File: config.mk
export PLATFORM = sky130hd
export DESIGN_NAME = sync_fifo_param_flat
export DESIGN_NICKNAME = d
export VERILOG_FILES = /design/src/rtl/sync_fifo_param_if.sv /design/src/rtl/sync_fifo_param.sv /design/src/flat_wrapper.sv
export SDC_FILE = /design/constraint.sdc
export NUM_CORES = 1
export LEC_CHECK = 0
export CAP_MARGIN = 10
export CORE_MARGIN = 8
export CORE_UTILIZATION = 47
export CTS_CLUSTER_DIAMETER = 60
export DETAILED_ROUTE_END_ITERATION = 16
export MAX_ROUTING_LAYER = met4
export SYNTH_ARGS = -nofsm -noshare
export SYNTH_HDL_FRONTEND = slang
export SYNTH_SLANG_ARGS = --single-unit
export TNS_END_PERCENT = 10
File: constraint.sdc
create_clock -name clk -period 4.45 [get_ports clk]
set_input_delay 0.445 -clock clk [delete_from_list [all_inputs] [get_ports clk]]
set_output_delay 0.445 -clock clk [all_outputs]
set_load 0.01 [all_outputs]
File: src/rtl/sync_fifo_param_if.sv
// Handshake/status bundle between a single-clock FIFO and its producer/consumer.
// The master side drives requests and write data; the slave side (the FIFO) returns data and flags.
interface sync_fifo_param_if #(
    parameter int FIFO_WIDTH = 32,
    parameter int FIFO_DEPTH = 16
);
    localparam int CNT_W = $clog2(FIFO_DEPTH) + 1;

    logic                  flush;
    logic [FIFO_WIDTH-1:0] data_in;
    logic                  w_en;
    logic                  r_en;
    logic [FIFO_WIDTH-1:0] data_out;
    logic                  full;
    logic                  empty;
    logic                  almost_full;
    logic                  almost_empty;
    logic [CNT_W-1:0]      count;
    logic                  overflow;
    logic                  underflow;

    modport master (
        output flush,
        output data_in,
        output w_en,
        output r_en,
        input  data_out,
        input  full,
        input  empty,
        input  almost_full,
        input  almost_empty,
        input  count,
        input  overflow,
        input  underflow
    );

    modport slave (
        input  flush,
        input  data_in,
        input  w_en,
        input  r_en,
        output data_out,
        output full,
        output empty,
        output almost_full,
        output almost_empty,
        output count,
        output overflow,
        output underflow
    );
endinterface

File: src/rtl/sync_fifo_param.sv
// Single-clock parametrised FIFO with occupancy count, almost flags, sticky error flags,
// synchronous flush and optional first-word-fall-through read mode.
module sync_fifo_param #(
    parameter int FIFO_WIDTH = 32,
    parameter int FIFO_DEPTH = 16,
    parameter int AF_LEVEL   = 14,
    parameter int AE_LEVEL   = 2,
    parameter int FWFT       = 0
) (
    input  logic              clk,
    input  logic              rst_n,
    sync_fifo_param_if.slave  bus
);
    localparam int ADDR_W = $clog2(FIFO_DEPTH);
    localparam int CNT_W  = ADDR_W + 1;
    localparam logic [CNT_W-1:0] DEPTH_C = CNT_W'(FIFO_DEPTH);
    localparam logic [CNT_W-1:0] AF_C    = CNT_W'(AF_LEVEL);
    localparam logic [CNT_W-1:0] AE_C    = CNT_W'(AE_LEVEL);

    logic [FIFO_WIDTH-1:0] mem [FIFO_DEPTH];

    logic [CNT_W-1:0]      wptr_q;
    logic [CNT_W-1:0]      rptr_q;
    logic [CNT_W-1:0]      count_q;
    logic [CNT_W-1:0]      wptr_nxt;
    logic [CNT_W-1:0]      rptr_nxt;
    logic [CNT_W-1:0]      count_nxt;
    logic                  full_q;
    logic                  empty_q;
    logic                  af_q;
    logic                  ae_q;
    logic                  ovf_q;
    logic                  unf_q;
    logic [FIFO_WIDTH-1:0] dout_q;
    logic                  wr_acc;
    logic                  rd_acc;

    // A full FIFO still takes a write when a read frees a slot on the same edge.
    always_comb begin
        rd_acc    = bus.r_en && !empty_q;
        wr_acc    = bus.w_en && (!full_q || rd_acc);
        wptr_nxt  = wptr_q + {{ADDR_W{1'b0}}, wr_acc};
        rptr_nxt  = rptr_q + {{ADDR_W{1'b0}}, rd_acc};
        count_nxt = wptr_nxt - rptr_nxt;
    end

    always_ff @(posedge clk) begin
        if (wr_acc && !bus.flush) begin
            mem[wptr_q[ADDR_W-1:0]] <= bus.data_in;
        end
    end

    always_ff @(posedge clk or negedge rst_n) begin
        if (!rst_n) begin
            wptr_q  <= '0;
            rptr_q  <= '0;
            count_q <= '0;
            full_q  <= 1'b0;
            empty_q <= 1'b1;
            af_q    <= 1'b0;
            ae_q    <= 1'b1;
            ovf_q   <= 1'b0;
            unf_q   <= 1'b0;
        end else if (bus.flush) begin
            wptr_q  <= '0;
            rptr_q  <= '0;
            count_q <= '0;
            full_q  <= 1'b0;
            empty_q <= 1'b1;
            af_q    <= 1'b0;
            ae_q    <= 1'b1;
            ovf_q   <= 1'b0;
            unf_q   <= 1'b0;
        end else begin
            wptr_q  <= wptr_nxt;
            rptr_q  <= rptr_nxt;
            count_q <= count_nxt;
            full_q  <= (count_nxt == DEPTH_C);
            empty_q <= (count_nxt == '0);
            af_q    <= (count_nxt >= AF_C);
            ae_q    <= (count_nxt <= AE_C);
            ovf_q   <= ovf_q | (bus.w_en && full_q && !rd_acc);
            unf_q   <= unf_q | (bus.r_en && empty_q);
        end
    end

    // FWFT: the head after this edge is either the word being written (FIFO was
    // draining to that slot) or an already stored word at the advanced read pointer.
    always_ff @(posedge clk or negedge rst_n) begin
        if (!rst_n) begin
            dout_q <= '0;
        end else if (!bus.flush) begin
            if (FWFT != 0) begin
                if (wr_acc && (wptr_q == rptr_nxt)) begin
                    dout_q <= bus.data_in;
                end else if (count_nxt != '0) begin
                    dout_q <= mem[rptr_nxt[ADDR_W-1:0]];
                end
            end else if (rd_acc) begin
                dout_q <= mem[rptr_q[ADDR_W-1:0]];
            end
        end
    end

    assign bus.data_out     = dout_q;
    assign bus.full         = full_q;
    assign bus.empty        = empty_q;
    assign bus.almost_full  = af_q;
    assign bus.almost_empty = ae_q;
    assign bus.count        = count_q;
    assign bus.overflow     = ovf_q;
    assign bus.underflow    = unf_q;
endmodule

File: src/flat_wrapper.sv
// flat-port wrapper written by rule: the top's interface ports become plain ports
module sync_fifo_param_flat 
#(
    parameter int FIFO_WIDTH = 32,
    parameter int FIFO_DEPTH = 16,
    parameter int AF_LEVEL   = 14,
    parameter int AE_LEVEL   = 2,
    parameter int FWFT       = 0
)
  (clk, rst_n, bus_flush, bus_data_in, bus_w_en, bus_r_en, bus_data_out, bus_full, bus_empty, bus_almost_full, bus_almost_empty, bus_count, bus_overflow, bus_underflow);
  sync_fifo_param_if #(.FIFO_WIDTH(FIFO_WIDTH), .FIFO_DEPTH(FIFO_DEPTH)) bus_i ();
  input  logic clk;
  input  logic rst_n;
  input wire logic [$bits(bus_i.flush)-1:0] bus_flush;
  input wire logic [$bits(bus_i.data_in)-1:0] bus_data_in;
  input wire logic [$bits(bus_i.w_en)-1:0] bus_w_en;
  input wire logic [$bits(bus_i.r_en)-1:0] bus_r_en;
  output wire logic [$bits(bus_i.data_out)-1:0] bus_data_out;
  output wire logic [$bits(bus_i.full)-1:0] bus_full;
  output wire logic [$bits(bus_i.empty)-1:0] bus_empty;
  output wire logic [$bits(bus_i.almost_full)-1:0] bus_almost_full;
  output wire logic [$bits(bus_i.almost_empty)-1:0] bus_almost_empty;
  output wire logic [$bits(bus_i.count)-1:0] bus_count;
  output wire logic [$bits(bus_i.overflow)-1:0] bus_overflow;
  output wire logic [$bits(bus_i.underflow)-1:0] bus_underflow;
  assign bus_i.flush = bus_flush;
  assign bus_i.data_in = bus_data_in;
  assign bus_i.w_en = bus_w_en;
  assign bus_i.r_en = bus_r_en;
  assign bus_data_out = bus_i.data_out;
  assign bus_full = bus_i.full;
  assign bus_empty = bus_i.empty;
  assign bus_almost_full = bus_i.almost_full;
  assign bus_almost_empty = bus_i.almost_empty;
  assign bus_count = bus_i.count;
  assign bus_overflow = bus_i.overflow;
  assign bus_underflow = bus_i.underflow;
  sync_fifo_param #(.FIFO_WIDTH(FIFO_WIDTH), .FIFO_DEPTH(FIFO_DEPTH), .AF_LEVEL(AF_LEVEL), .AE_LEVEL(AE_LEVEL), .FWFT(FWFT)) u_core (.clk(clk), .rst_n(rst_n), .bus(bus_i));
endmodule
==> results.ini <==
[grt]
first_global_vias=10600
grt_max_degree=68
grt_pass1_wl_um=70300
gr-total-overflow=0
antenna_found_initial=0
grt_usage_pct=18.3

[sta]
relSlewSlack_pct=21.4
fin_crit_sh_pct=69.5
setup_tns_ps=0
rsz0062_at_grt=no
hold_viol_final=0
final-setup-viol-count=0
finalMaxSlewViolations=0
max_slew.worst_pin.slew_ps=1180
max_freq_mhz=324
worst_slack_ps=1360
worst_clock_skew_ps=11.9
fin_crit_ps=3090

[placement]
portBuffers=79
dp_slack_ps=903
place_hpwl_um=27300
place.gp.congestion=0.741

[power]
intPower_uw=9470
p_sw_uw=2820
p_clk_share_pct=35.8
powerDensity_mw_per_mm2=492
p_seq_share_pct=50.5
comb_power_share_pct=13.7
irDropWorstVdd_mv=0.464
swShare_pct=22.9
power_leakage_uw=0.00782

[clock_network]
cts.clk_slew.worst_paths_ps=60
numCtsBuffers=57
clkLatencyLatePin_ps=580
cts_tree=done
clock-sinks=565
ctsRootBufferMaster=clkbuf_16
post_cts_buffers=0
htreeDepth=2
clockBufferDepth=3

[detailed_routing]
wl_per_cell_um=26.9
totalWireLength_um=46600
drtIter0Drc=757
ant_nets=0
drc=0
num_vias=9863
drt-pass1-iter-count=5
vias_per_cell=5.70

[setup_path]
path_max_fanout=5
reg2regPathDepth=12
cp.required_ps=4980
setup.worst_path.start_class=flop
cp_data_arrival_time_ps=3620
critPathKind=reg2reg
r2r_slack_ps=1360
cp-end-kind=flop

[die]
dieWidth_um=230
initial_core_util_pct=47.6
rows=78
coreArea_mm2=0.0453
dieArea_mm2=0.0530
ios=80
die_h_um=230

[synth]
ys.flop_type=edfxtp_1
syn_area_per_cell_um2=22.3
yosys-top-cells-count=edfxtp_1, mux4_2, dfrtp_1
synth_most_common_cell=edfxtp_1
ys_types=44
ys_seq_elements=565
synthCells=967
yosysTopAreaCell=edfxtp_1
synth_edf_count=512
synth_top_area_share_pct=71.3
synth-async-reset-ratio_pct=9.38
syn_nets=1013
syn_area_mm2=0.0216
synth-seq-area-share_pct=77.5
synthTopCellsByArea=edfxtp_1, mux4_2, dfrtp_1
ys_warn_count=0

[final_layout]
drive_gt1_share_pct=25.1
area.growth.synth_to_final_pct=15.9
antenna_cells=0
multiInputGateArea_mm2=0.00466
nFillCells=3442
final_nets=1134
regArea_mm2=0.0167

[run_status]
status=finished, final reports clean

[job]
cap_violations=0

[min_path]
hp-class=in2reg
min_path_cells=3

## state kept, by name, summed over array words and instances (netlist names)
register / count
u_core.bus.almost_full: 1
u_core.wptr_q: 5
u_core.bus.overflow: 1
u_core.bus.full: 1
u_core.bus.empty: 1
u_core.bus.count: 5
u_core.bus.data_out: 32
u_core.mem: 512
u_core.bus.almost_empty: 1
u_core.rptr_q: 5
u_core.bus.underflow: 1
## metrics by stage
step	power (µW)	hold WS [ps]	util, %	instances	area, µm²
after floorplan	7260	149	-	967	21600
after global placement	8020	490	51.4	1628	23300
after detailed placement	8030	491	51.4	1628	23300
after CTS	12400	447	55.2	1730	25000
after global routing	12700	466	55.2	1730	25000
final	12300	487	55.2	1730	25000
## final cells by class
type | count | area share (%)
Sequential cell | 565 | 66.9
Multi-Input combinational cell | 346 | 18.7
Clock buffer | 78 | 6.07
Timing Repair Buffer | 111 | 4.52
Tap cell | 600 | 3.01
Clock inverter | 23 | 0.726
Inverter | 7 | 0.105
## cell usage in the layout, fill, tap and decap left out, drive strengths merged, types with 3 or more instances in the layout
cell / count
ha: 8
nand3: 7
xnor2: 3
mux2: 31
mux2i: 34
dfrtp: 51
buf: 32
clkinv: 18
inv: 8
xor2: 8
clkbuf: 78
a221o: 9
o21ai: 23
edfxtp: 512
nor2: 36
a21oi: 4
nor2b: 4
nand3b: 3
bufinv: 3
a22oi: 22
mux4: 126
nor3: 4
clkdlybuf4s50: 78
## power groups by stage
stage / combinational [µW] / sequential, µW / clock (µW)
floorplan: 947 / 6310 / 0
detailed placement: 1710 / 6320 / 0
global route: 1810 / 6230 / 4700
CTS: 1730 / 6210 / 4500
global placement: 1700 / 6320 / 0
finish: 1680 / 6210 / 4400
## worst max-delay path, cell delays in order, from the launching register on
cell and delay (ps):
dfstp_2 550, nor2b_1 120, o21ai_0 390, inv_1 90, ha_1 210, ha_1 330, inv_1 80, fa_1 400
inv_1 70, a21o_1 110, a21oi_1 70, xnor2_1 390, a31o_2 220
## final timing paths
path | start | to
max in group asynchronous | rst_n | u_core.rptr_q[1]
min in group asynchronous | rst_n | u_core.bus.data_out[16]
min reg2reg | u_core.bus.underflow | u_core.bus.underflow
max reg2reg | u_core.bus.empty | u_core.bus.empty
max | u_core.bus.empty | u_core.bus.empty
min | bus_r_en | u_core.bus.underflow
## logic make-up (layout without fill, tap and decap cells)
family	count (synthesis)	count (layout)	share of synthesized area, %
compound gates	70	70	2.24
buf+inv	56	219	1.45
mux	191	191	16.4
flops	565	565	77.5
xor+xnor	11	11	0.447
fa+ha+maj	9	9	0.557
simple gates	65	65	1.43
## per-layer routing
| layer | global-route usage [%] | vias to the layer above | share of wire, % |
|---|---|---|---|
| met3 | 2.87 | 76 | 4.3 |
| met1 | 23.9 | 5276 | 43 |
| met5 | - | - | 0 |
| li1 | - | 4272 | - |
| met2 | 29.7 | 239 | 50 |
| met4 | 5.35 | 0 | 2.8 |
## repair_timing
item	4_1_cts	5_1_grt
endpoints found under the hold margin	24	0
hold buffers	1	0
resized for setup	0	0
endpoints found under the setup margin	0	0
Power figures use the tool's default switching activity.
